<file path="src/rtl/mult_control_n_if.sv">
// rtl/mult_control_n_if.sv - control/status bundle between mult_control_n and the multiplier datapath
//
// Signals:
//   Execute  - start request from the debounced switch (into the controller)
//   M        - multiplier bit under test, B[0] (into the controller)
//   Clr_XA   - clear X and A strobe
//   Ld_A     - load A with A+S strobe
//   Ld_Sub   - load A with A-S strobe
//   Shift_En - arithmetic right shift of X:A:B strobe
//   Busy     - operation in progress
//   Done     - product ready (HOLD)
//   Count    - shifts completed in the current operation
// Modports: master = controller side, slave = datapath/requester side.
interface mult_control_n_if #(
  parameter int WIDTH = 8
);
  localparam int CW = $clog2(WIDTH + 1);

  logic          Execute;
  logic          M;
  logic          Clr_XA;
  logic          Ld_A;
  logic          Ld_Sub;
  logic          Shift_En;
  logic          Busy;
  logic          Done;
  logic [CW-1:0] Count;

  modport master (
    input  Execute,
    input  M,
    output Clr_XA,
    output Ld_A,
    output Ld_Sub,
    output Shift_En,
    output Busy,
    output Done,
    output Count
  );

  modport slave (
    output Execute,
    output M,
    input  Clr_XA,
    input  Ld_A,
    input  Ld_Sub,
    input  Shift_En,
    input  Busy,
    input  Done,
    input  Count
  );
endinterface

</file>
<file path="src/rtl/mult_control_n.sv">
// rtl/mult_control_n.sv - sequencer for a WIDTH-bit signed shift-add multiplier datapath
//
// Moore FSM issuing clear/add/subtract/shift strobes for a two's-complement
// multiplier held in B: add for set bits below the sign bit, subtract for a set
// sign bit, one arithmetic shift per bit.
//
// Ports:
//   Clk     - rising-edge clock
//   Reset_n - asynchronous active-low reset
//   bus     - mult_control_n_if.master (Execute, M in; Clr_XA, Ld_A, Ld_Sub,
//             Shift_En, Busy, Done, Count out)
//
// Optional feature macro: MULT_CTRL_REPEAT_EN
//   undefined - HOLD waits for Execute=0, one multiply per Execute assertion
//   defined   - Execute still high in HOLD restarts at CLEAR after one HOLD cycle
module mult_control_n #(
  parameter int WIDTH = 8
) (
  input  logic              Clk,
  input  logic              Reset_n,
  mult_control_n_if.master  bus
);
  localparam int            CW   = $clog2(WIDTH + 1);
  localparam logic [CW-1:0] LAST = CW'(WIDTH - 1);
  localparam logic [CW-1:0] ONE  = CW'(1);

  typedef enum logic [2:0] {
    S_IDLE  = 3'd0,
    S_CLEAR = 3'd1,
    S_TEST  = 3'd2,
    S_ADD   = 3'd3,
    S_SUB   = 3'd4,
    S_SHIFT = 3'd5,
    S_HOLD  = 3'd6
  } state_t;

  state_t        state_q, state_d;
  logic [CW-1:0] count_q, count_d;
  logic          clr_q, lda_q, lsub_q, shift_q, busy_q, done_q;

  always_comb begin
    state_d = state_q;
    count_d = count_q;
    case (state_q)
      S_IDLE: begin
        if (bus.Execute) state_d = S_CLEAR;
      end
      S_CLEAR: begin
        count_d = '0;
        state_d = S_TEST;
      end
      S_TEST: begin
        // The last bit examined is the sign bit, which carries negative weight.
        if (bus.M) state_d = (count_q == LAST) ? S_SUB : S_ADD;
        else       state_d = S_SHIFT;
      end
      S_ADD, S_SUB: begin
        state_d = S_SHIFT;
      end
      S_SHIFT: begin
        // Reaches WIDTH on the final shift and then stays there through HOLD.
        count_d = count_q + ONE;
        state_d = (count_q == LAST) ? S_HOLD : S_TEST;
      end
      S_HOLD: begin
        if (!bus.Execute) begin
          state_d = S_IDLE;
        end else begin
`ifdef MULT_CTRL_REPEAT_EN
          state_d = S_CLEAR;
`else
          state_d = S_HOLD;
`endif
        end
      end
      default: begin
        state_d = S_IDLE;
      end
    endcase
  end

  // Outputs are registered from the next-state decode so they line up with
  // the state register and never depend combinationally on Execute or M.
  always_ff @(posedge Clk or negedge Reset_n) begin
    if (!Reset_n) begin
      state_q <= S_IDLE;
      count_q <= '0;
      clr_q   <= 1'b0;
      lda_q   <= 1'b0;
      lsub_q  <= 1'b0;
      shift_q <= 1'b0;
      busy_q  <= 1'b0;
      done_q  <= 1'b0;
    end else begin
      state_q <= state_d;
      count_q <= count_d;
      clr_q   <= (state_d == S_CLEAR);
      lda_q   <= (state_d == S_ADD);
      lsub_q  <= (state_d == S_SUB);
      shift_q <= (state_d == S_SHIFT);
      busy_q  <= (state_d == S_CLEAR) || (state_d == S_TEST) || (state_d == S_ADD) ||
                 (state_d == S_SUB)   || (state_d == S_SHIFT);
      done_q  <= (state_d == S_HOLD);
    end
  end

  assign bus.Clr_XA   = clr_q;
  assign bus.Ld_A     = lda_q;
  assign bus.Ld_Sub   = lsub_q;
  assign bus.Shift_En = shift_q;
  assign bus.Busy     = busy_q;
  assign bus.Done     = done_q;
  assign bus.Count    = count_q;
endmodule

</file>
<file path="src/flat_wrapper.sv">
// flat-port wrapper written by rule: the top's interface ports become plain ports
module mult_control_n_flat 
#(
  parameter int WIDTH = 8
)
  (Clk, Reset_n, bus_Execute, bus_M, bus_Clr_XA, bus_Ld_A, bus_Ld_Sub, bus_Shift_En, bus_Busy, bus_Done, bus_Count);
  mult_control_n_if #(.WIDTH(WIDTH)) bus_i ();
  input  logic Clk;
  input  logic Reset_n;
  input wire logic [$bits(bus_i.Execute)-1:0] bus_Execute;
  input wire logic [$bits(bus_i.M)-1:0] bus_M;
  output wire logic [$bits(bus_i.Clr_XA)-1:0] bus_Clr_XA;
  output wire logic [$bits(bus_i.Ld_A)-1:0] bus_Ld_A;
  output wire logic [$bits(bus_i.Ld_Sub)-1:0] bus_Ld_Sub;
  output wire logic [$bits(bus_i.Shift_En)-1:0] bus_Shift_En;
  output wire logic [$bits(bus_i.Busy)-1:0] bus_Busy;
  output wire logic [$bits(bus_i.Done)-1:0] bus_Done;
  output wire logic [$bits(bus_i.Count)-1:0] bus_Count;
  assign bus_i.Execute = bus_Execute;
  assign bus_i.M = bus_M;
  assign bus_Clr_XA = bus_i.Clr_XA;
  assign bus_Ld_A = bus_i.Ld_A;
  assign bus_Ld_Sub = bus_i.Ld_Sub;
  assign bus_Shift_En = bus_i.Shift_En;
  assign bus_Busy = bus_i.Busy;
  assign bus_Done = bus_i.Done;
  assign bus_Count = bus_i.Count;
  mult_control_n #(.WIDTH(WIDTH)) u_core (.Clk(Clk), .Reset_n(Reset_n), .bus(bus_i));
endmodule
</file>
<file path="config.mk">
export PLATFORM = sky130hd
export DESIGN_NAME = mult_control_n_flat
export DESIGN_NICKNAME = d
export VERILOG_FILES = /design/src/rtl/mult_control_n_if.sv /design/src/rtl/mult_control_n.sv /design/src/flat_wrapper.sv
export SDC_FILE = /design/constraint.sdc
export NUM_CORES = 1
export LEC_CHECK = 0
export ABC_AREA = 1
export BUFFER_PORTS_ARGS = -buffer_cell sky130_fd_sc_hd__buf_4
export CAP_MARGIN = 20
export CORE_ASPECT_RATIO = 1.4
export CORE_MARGIN = 8
export CORE_UTILIZATION = 35
export CTS_BUF_LIST = sky130_fd_sc_hd__clkbuf_8
export DETAILED_ROUTE_END_ITERATION = 7
export GPL_ROUTABILITY_DRIVEN = 0
export GPL_TIMING_DRIVEN = 0
export PLACE_DENSITY = 0.59
export SLEW_MARGIN = 25
export SYNTH_ARGS = -nofsm -noshare
export SYNTH_HDL_FRONTEND = slang
export SYNTH_SLANG_ARGS = --single-unit
</file>
<file path="constraint.sdc">
create_clock -name Clk -period 1.4 [get_ports Clk]
set_input_delay 0.14 -clock Clk [delete_from_list [all_inputs] [get_ports Clk]]
set_output_delay 0.14 -clock Clk [all_outputs]
set_load 0.03 [all_outputs]
</file>
==> metrics, run 1 <==
register area share after synthesis=0.502; RSZ-0062 raised after global routing=false; CP Max Fanout=5; pwr dens=2170 nW/um2; static leakage=0.000427 uW; CTS H-tree depth=1; Final #Nets=95; area of the mapped netlist=648 um2; Final period util=0.930; Post-Synthesis Cells=71; most frequent CP cell=nand2_1; total chip power=1800 uW; main combinational cell family by area after synthesis=simple AND/OR/NAND/NOR gates; run status=completed; final instance area=roughly 830 um2; clock power share=0.181; P&R area growth vs syn=28.2%; # setup viols final=0; pin count of the biggest net entering global routing=14; DR vias=492; number of clock sinks=13; Syn Area/Cell=9.13 um2; max_cap viols=0; port buffer count=13; CP Capture Type=register; die area=3500 um2; routed wire length=1280 um; Synthesis Warnings=0; crit-path cells=ha_2 -> nand3_1 -> nand2_1 -> nand2_1 -> nand2_2 -> nor2_4 -> nor2_1; minimum clock period after layout=1.30 ns; row count=18; switch share=0.438; Gate power share=0.491; relative max-transition margin=0.839; residual DRC count=0; final worst slack=0.0975 ns; worst-skew pair later-pin latency=around 0.24 ns; die width=52.4 um; Top Ports=14; f_max=roughly 770 MHz; Adder-Cell Fraction of Synth Area=0.0193; Post-Syn Nets=76; cell internal pwr=1010 uW; Core Area=about 1800 um2; first-pass GRT wire length=2250 um; Root Buffer Master=clkbuf_8; postcts setup bufs=0; skew final=0.00361 ns; crit-path max cell delay=~0.43 ns; layout cells sized above 1=0.427; number of CTS-inserted buffers=3; Crit Path Category=register to register; post-route setup TNS=0 ns; max-slew violations=0; measured slew at the worst slew-check pin=0.241 ns; sequential cell fraction of total power=0.328; slowest stage cell, crit path=dfrtp_2; unique cell type count in the Yosys netlist=20; HP Class=primary input to register; FF+latch count, synth=13; Synth area leader=dfrtp_1; post-synthesis mux area share=0; Clock Path Buffers=2; Initial Util=0.369; vias in the first global route=539; antenna violations before repair=0; compound-gate portion of the synthesized area=0.0425; Yosys top cell area share=0.502; Post-DP Area=773 um2; post-layout util=0.473; Chip Height=66.9 um; gr ovfl total=0; GRT Util Overall=0.0851; reg2reg start=u_core.bus.Count[0]$_DFFE_PN0P_; worst slack at placement=0.0778 ns; Crit path required time=1.53 ns; P_sw=789 uW; Min-Delay Startpoint=bus_Execute; initial detailed-routing violation count=10; crit start category=register; CTS tree=done; Via density=4.51; remaining antenna violation count=0; Simple-Gate Fraction of Synth Area=0.342; Worst VDD drop=~1.1 mV; CP startpoint=u_core.bus.Count[0]$_DFFE_PN0P_; XOR/XNOR Fraction of Synth Area=0.0135; Clock Pin Slew Worst Setup and Hold Paths=0.05 ns; Final HPWL DP=997 um; drt wl/cell=11.8 um; Final Hold Vio Count=0; ranking of synthesized cells by area=dfrtp_1 (50%), nand2_1 (7.5%), inv_1 (5.2%), nand2_2 (4.8%), nand3_1 (3.9%); drt pass-1 iters=3; # diodes=0; Worst EP arrival=roughly 1.4 ns
-- registers in the layout, summed over array words and instances (netlist names) --
register	cells
u_core.bus.Busy	1
u_core.bus.Clr_XA	1
u_core.bus.Count	4
u_core.bus.Done	1
u_core.bus.Ld_A	1
u_core.bus.Ld_Sub	1
u_core.bus.Shift_En	1
u_core.state_q	3
-- routing by layer --
layer  up-vias  global-route usage  routed length [um]
met4         0              0.0487                  32
met3         2              0.0401                 107
met5         -                   0                   0
met2        12               0.140                 643
met1       225              0.0846                 498
li1        253                   -                   -
-- kinds of logic (layout without fill, tap and decap cells) --
group,after synthesis,in the layout
fa+ha+maj,1,1
buf+inv,12,30
xor+xnor,1,1
flops,13,13
simple gates,40,40
compound gates,4,4
-- Yosys cell counts, drive strengths merged --
cell / number
ha: 1
nor2: 12
nand3: 7
buf: 1
a21oi: 1
dfrtp: 13
o22ai: 1
nor3: 2
inv: 11
o21ai: 1
nand2: 19
o31ai: 1
xor2: 1
-- timing repair --
item / 4_1_cts / 5_1_grt
hold buffers: 1 / 0
endpoints found under the hold margin: 13 / 0
gates resized for setup: 0 / 1
setup endpoints to repair: 0 / 1
-- critical path, delay by kind of cell (launching register included) --
| kind | cells | cell delay [ns] |
|---|---|---|
| adder cells (fa/ha/maj) | 1 | 0.21 |
| AND/OR/NAND/NOR | 6 | 0.55 |
| flip-flops | 1 | 0.43 |
-- area by class of cell --
| type | instances | area (um2) |
|---|---|---|
| plain buffers | 1 | 11.3 |
| clock buffers | 3 | 41.3 |
| clock inverters | 1 | 3.75 |
| fillers | 169 | 926 |
| inverters | 11 | 41.3 |
| multi-input cells | 46 | 273 |
| flip-flops and latches | 13 | 328 |
| well taps | 20 | 25.0 |
| repair buffers | 14 | 108 |
-- metrics by stage --
stage | instances | hold WS, ns
detailed placement | 104 | -0.00375
global route | 109 | 0.164
floorplan | 71 | -0.156
finish | 109 | 0.151
CTS | 109 | 0.146
global placement | 104 | -0.00673
-- power groups by stage --
stage                     sequential, uW  clock (uW)  combinational (uW)
after floorplan                      738           0                 505
after global placement               591           0                 881
after detailed placement             596           0                 893
after CTS                            592         339                 898
after global routing                 606         356                 998
final                                591         326                 886
-- final timing paths --
| path | cells past startpoint | slack (ns) | to |
|---|---|---|---|
| min | 3 | 0.15 | u_core.bus.Clr_XA$_DFF_PN0_ |
| min in group asynchronous | 2 | 0.28 | u_core.bus.Clr_XA$_DFF_PN0_ |
| max | 7 | 0.1 | u_core.bus.Shift_En$_DFF_PN0_ |
| max in group asynchronous | 2 | 0.94 | u_core.bus.Count[1]$_DFFE_PN0P_ |
| max reg2reg | 7 | 0.1 | u_core.bus.Shift_En$_DFF_PN0_ |
| min reg2reg | 1 | 0.53 | u_core.bus.Count[0]$_DFFE_PN0P_ |
-- layout by cell type (no fill, tap or decap) --
cell / synthesis / final
nand2_2: 5 / 5
nor2_4: 2 / 2
nor2_1: 6 / 6
o21ai_0: 1 / 1
clkbuf_8: 0 / 3
ha_2: 0 / 1
inv_1: 9 / 10
dfrtp_2: 0 / 2
nand3_1: 5 / 5
inv_2: 2 / 2
xor2_1: 1 / 1
dlygate4sd3_1: 0 / 1
nand2_4: 1 / 1
o31ai_1: 1 / 1
a21oi_2: 1 / 1
buf_6: 1 / 1
o22ai_1: 1 / 1
nor2_2: 4 / 4
nor3_1: 1 / 1
nand3_2: 2 / 2
dfrtp_1: 13 / 11
buf_4: 0 / 13
nand2_1: 13 / 13
nor3_2: 1 / 1
Power figures use the tool's default switching activity.
==> run 2: changes to the inputs <==
Settings changed: ABC_AREA 1 to default.
==> metrics, run 2 <==
measured slew at the worst slew-check pin=0.255 ns (+0.0141 ns); skew final=0.00238 ns (-0.00123 ns); row count=18 (unchanged); top cells by count, synth=dfrtp_1 (13), o21ai_0 (5), nand2_1 (4); reg2reg start=u_core.bus.Count[0]$_DFFE_PN0P_; static leakage=0.000390 uW (-8.7%); Worst EP arrival=1.40 ns (-0.03 ns); Top Ports=14 (unchanged); Final period util=0.914 (-0.0160); Hold Path End=u_core.bus.Ld_A$_DFF_PN0_; Post-CTS Resized=0 (unchanged); minimum clock period after layout=1.28 ns (-0.0224 ns); drt pass-1 iters=2 (-1); Clock Path Buffers=2 (unchanged); # setup viols final=0 (unchanged); first-pass GRT wire length=2330 um (+3.7%); Final #Nets=82 (-14%); P_sw=674 uW (-15%); Adder-Cell Fraction of Synth Area=0.0187 (-0.000578); Main synth FF type=dfrtp_1; Reg2Reg Depth=4 (-3); EDFF count, synth=0 (unchanged); initial detailed-routing violation count=4 (-6); post-synthesis mux area share=0.0150 (+0.0150); pwr dens=2060 nW/um2 (-5.3%); Initial Util=0.376 (+0.00658); number of clock sinks=13 (unchanged); fill cell count=167 (-1.2%); RSZ-0062 raised after global routing=false; Root Buffer Master=clkbuf_8; Synthesis Warnings=0 (unchanged); main combinational cell family by area after synthesis=simple AND/OR/NAND/NOR gates; Final Hold Vio Count=0 (unchanged); R2R Setup Slk=0.12 ns (+0.02 ns); compound-gate portion of the synthesized area=0.182 (+0.139); commonest non-fill, non-tap cell in the layout=buf_4; Simple-Gate Fraction of Synth Area=0.230 (-0.111); remaining antenna violation count=0 (unchanged); CTS tree=done; layout cells sized above 1=0.355 (-0.0717); max-slew violations=0 (unchanged); Clock Pin Slew Worst Setup and Hold Paths=0.06 ns (about the same); Crit path required time=1.52 ns (about the same); DR vias=470 (-4.5%); Largest register FFs=4 (unchanged); port buffer count=13 (unchanged); FF+latch count, synth=13 (unchanged); ys async rst share=1.00 (unchanged); Post-Syn Nets=63 (-17%); Min-Delay Startpoint=bus_M; unique cell type count in the Yosys netlist=27 (+35%); relative max-transition margin=0.827 (-0.0116); XOR/XNOR Fraction of Synth Area=0 (-0.0135); WHS Path Cells=3 (unchanged); antenna violations before repair=0 (unchanged); GRT Util Overall=0.0850 (about the same); Crit Path Category=register to register; CP Capture Type=register; Final HPWL DP=961 um (-3.6%); register area share after synthesis=0.487 (-0.0150); total chip power=1740 uW (-3.6%); Via density=4.90 (+8.5%); CP startpoint=u_core.bus.Count[0]$_DFFE_PN0P_; count leader, synth=dfrtp_1; Chip Height=67.7 um (+1.2%); residual DRC count=0 (unchanged); HP Class=primary input to register; CTS H-tree depth=1 (unchanged); post-route setup TNS=0 ns (unchanged); most frequent cells in the layout=buf_4 (14), dfrtp_1 (13), o21ai_0 (5); # diodes=0 (unchanged); f_max=781 MHz (+1.8%); final instance area=846 um2 (+1.8%); die area=3580 um2 (+2.2%); crit start category=register; Core Area=1780 um2 (+1.3%); sequential cell fraction of total power=0.321 (-0.007); area of the mapped netlist=668 um2 (+3.1%); Synth area leader=dfrtp_1; Yosys top cell area share=0.487 (-0.0150); ranking of synthesized cells by area=dfrtp_1 (49%), buf_6 (5.1%), o311ai_2 (4.9%), nand2b_4 (4.1%), o21ai_0 (3.7%); worst-skew pair later-pin latency=0.24 ns (about the same); routed wire length=1280 um (-0.16%); Gate power share=0.489 (-0.002); die width=52.9 um (+1.1%); clock power share=0.190 (+0.009); max_cap viols=0 (unchanged); Post-DP Area=791 um2 (+2.3%); Syn Area/Cell=11.5 um2 (+26%); vias in the first global route=508 (-5.8%); drt wl/cell=13.3 um (+13%); number of CTS-inserted buffers=3 (unchanged); pin count of the biggest net entering global routing=14 (unchanged); Post-Synthesis Cells=58 (-18%); cell internal pwr=1070 uW (+5.0%); post-layout util=0.475 (+0.00245); run status=completed; P&R area growth vs syn=26.6%; FF-to-FF End=u_core.state_q[2]$_DFF_PN0_; switch share=0.387 (-0.0501); CP Max Fanout=5 (unchanged); gr ovfl total=0 (unchanged); Worst VDD drop=0.744 mV (-31%)
-- run 2: logic make-up after synthesis --
family / count (synthesis)
AOI/OAI and AO/OA: 15
adders and majority gates: 1
buffers and inverters: 5
DFF: 13
muxes: 1
and+or+nand+nor: 23
-- run 2: power groups by stage --
stage / clock, uW / sequential, uW / combinational [uW]
after floorplan: 0 / 684 / 517
after global placement: 0 / 564 / 851
after detailed placement: 0 / 567 / 859
after CTS: 330 / 560 / 863
after global routing: 345 / 578 / 933
final: 331 / 558 / 850
-- run 2: metal layers --
layer | part of all wire | wire, um | track usage | vias to the layer above
met4 | 0.019 | 24 | 0.0584 | 0
met1 | 0.47 | 595 | 0.103 | 214
met5 | 0 | 0 | 0 | -
li1 | - | - | - | 242
met2 | 0.47 | 597 | 0.132 | 10
met3 | 0.048 | 62 | 0.0132 | 4
-- run 2: repair_timing --
action | in CTS | in global routing
setup buffers | 0 | 0
hold buffers | 1 | 0
hold endpoints to repair | 13 | 0
-- run 2: worst max-delay path by stage --
stage          depth (start not counted)  slack [ns]                           to
3_3_place_gp                           4        0.14  u_core.state_q[2]$_DFF_PN0_
6_report                               4        0.12  u_core.state_q[2]$_DFF_PN0_
5_1_grt                                4        0.03  u_core.state_q[2]$_DFF_PN0_
4_1_cts                                4        0.12  u_core.state_q[2]$_DFF_PN0_
3_5_place_dp                           4        0.13  u_core.state_q[2]$_DFF_PN0_
2_1_floorplan                          4        0.05  u_core.state_q[2]$_DFF_PN0_
-- run 2: area by class of cell --
type                       count  area, um2  area share
clock inverter                 1       3.75     0.00444
clock buffer                   3       41.3      0.0488
buffer                         4       41.3      0.0488
tap                           20       25.0      0.0296
timing repair buffer          14        108       0.127
sequential                    13        325       0.385
inverter                       1       3.75     0.00444
multi-input combinational     40        298       0.352
-- run 2: critical path: stages (launching register included) --
cell and delay (ns):
dfrtp_1 0.41, ha_1 0.25, and3b_4 0.22, a21boi_0 0.17, o21ai_1 0.10
-- run 2: stage by stage --
step | hold slack [ns] | cells | setup WS [ns]
floorplan | -0.156 | 58 | 0.0531
CTS | 0.197 | 96 | 0.124
finish | 0.197 | 96 | 0.120
detailed placement | -0.00720 | 91 | 0.129
global route | 0.206 | 96 | 0.0299
global placement | -0.00780 | 91 | 0.144
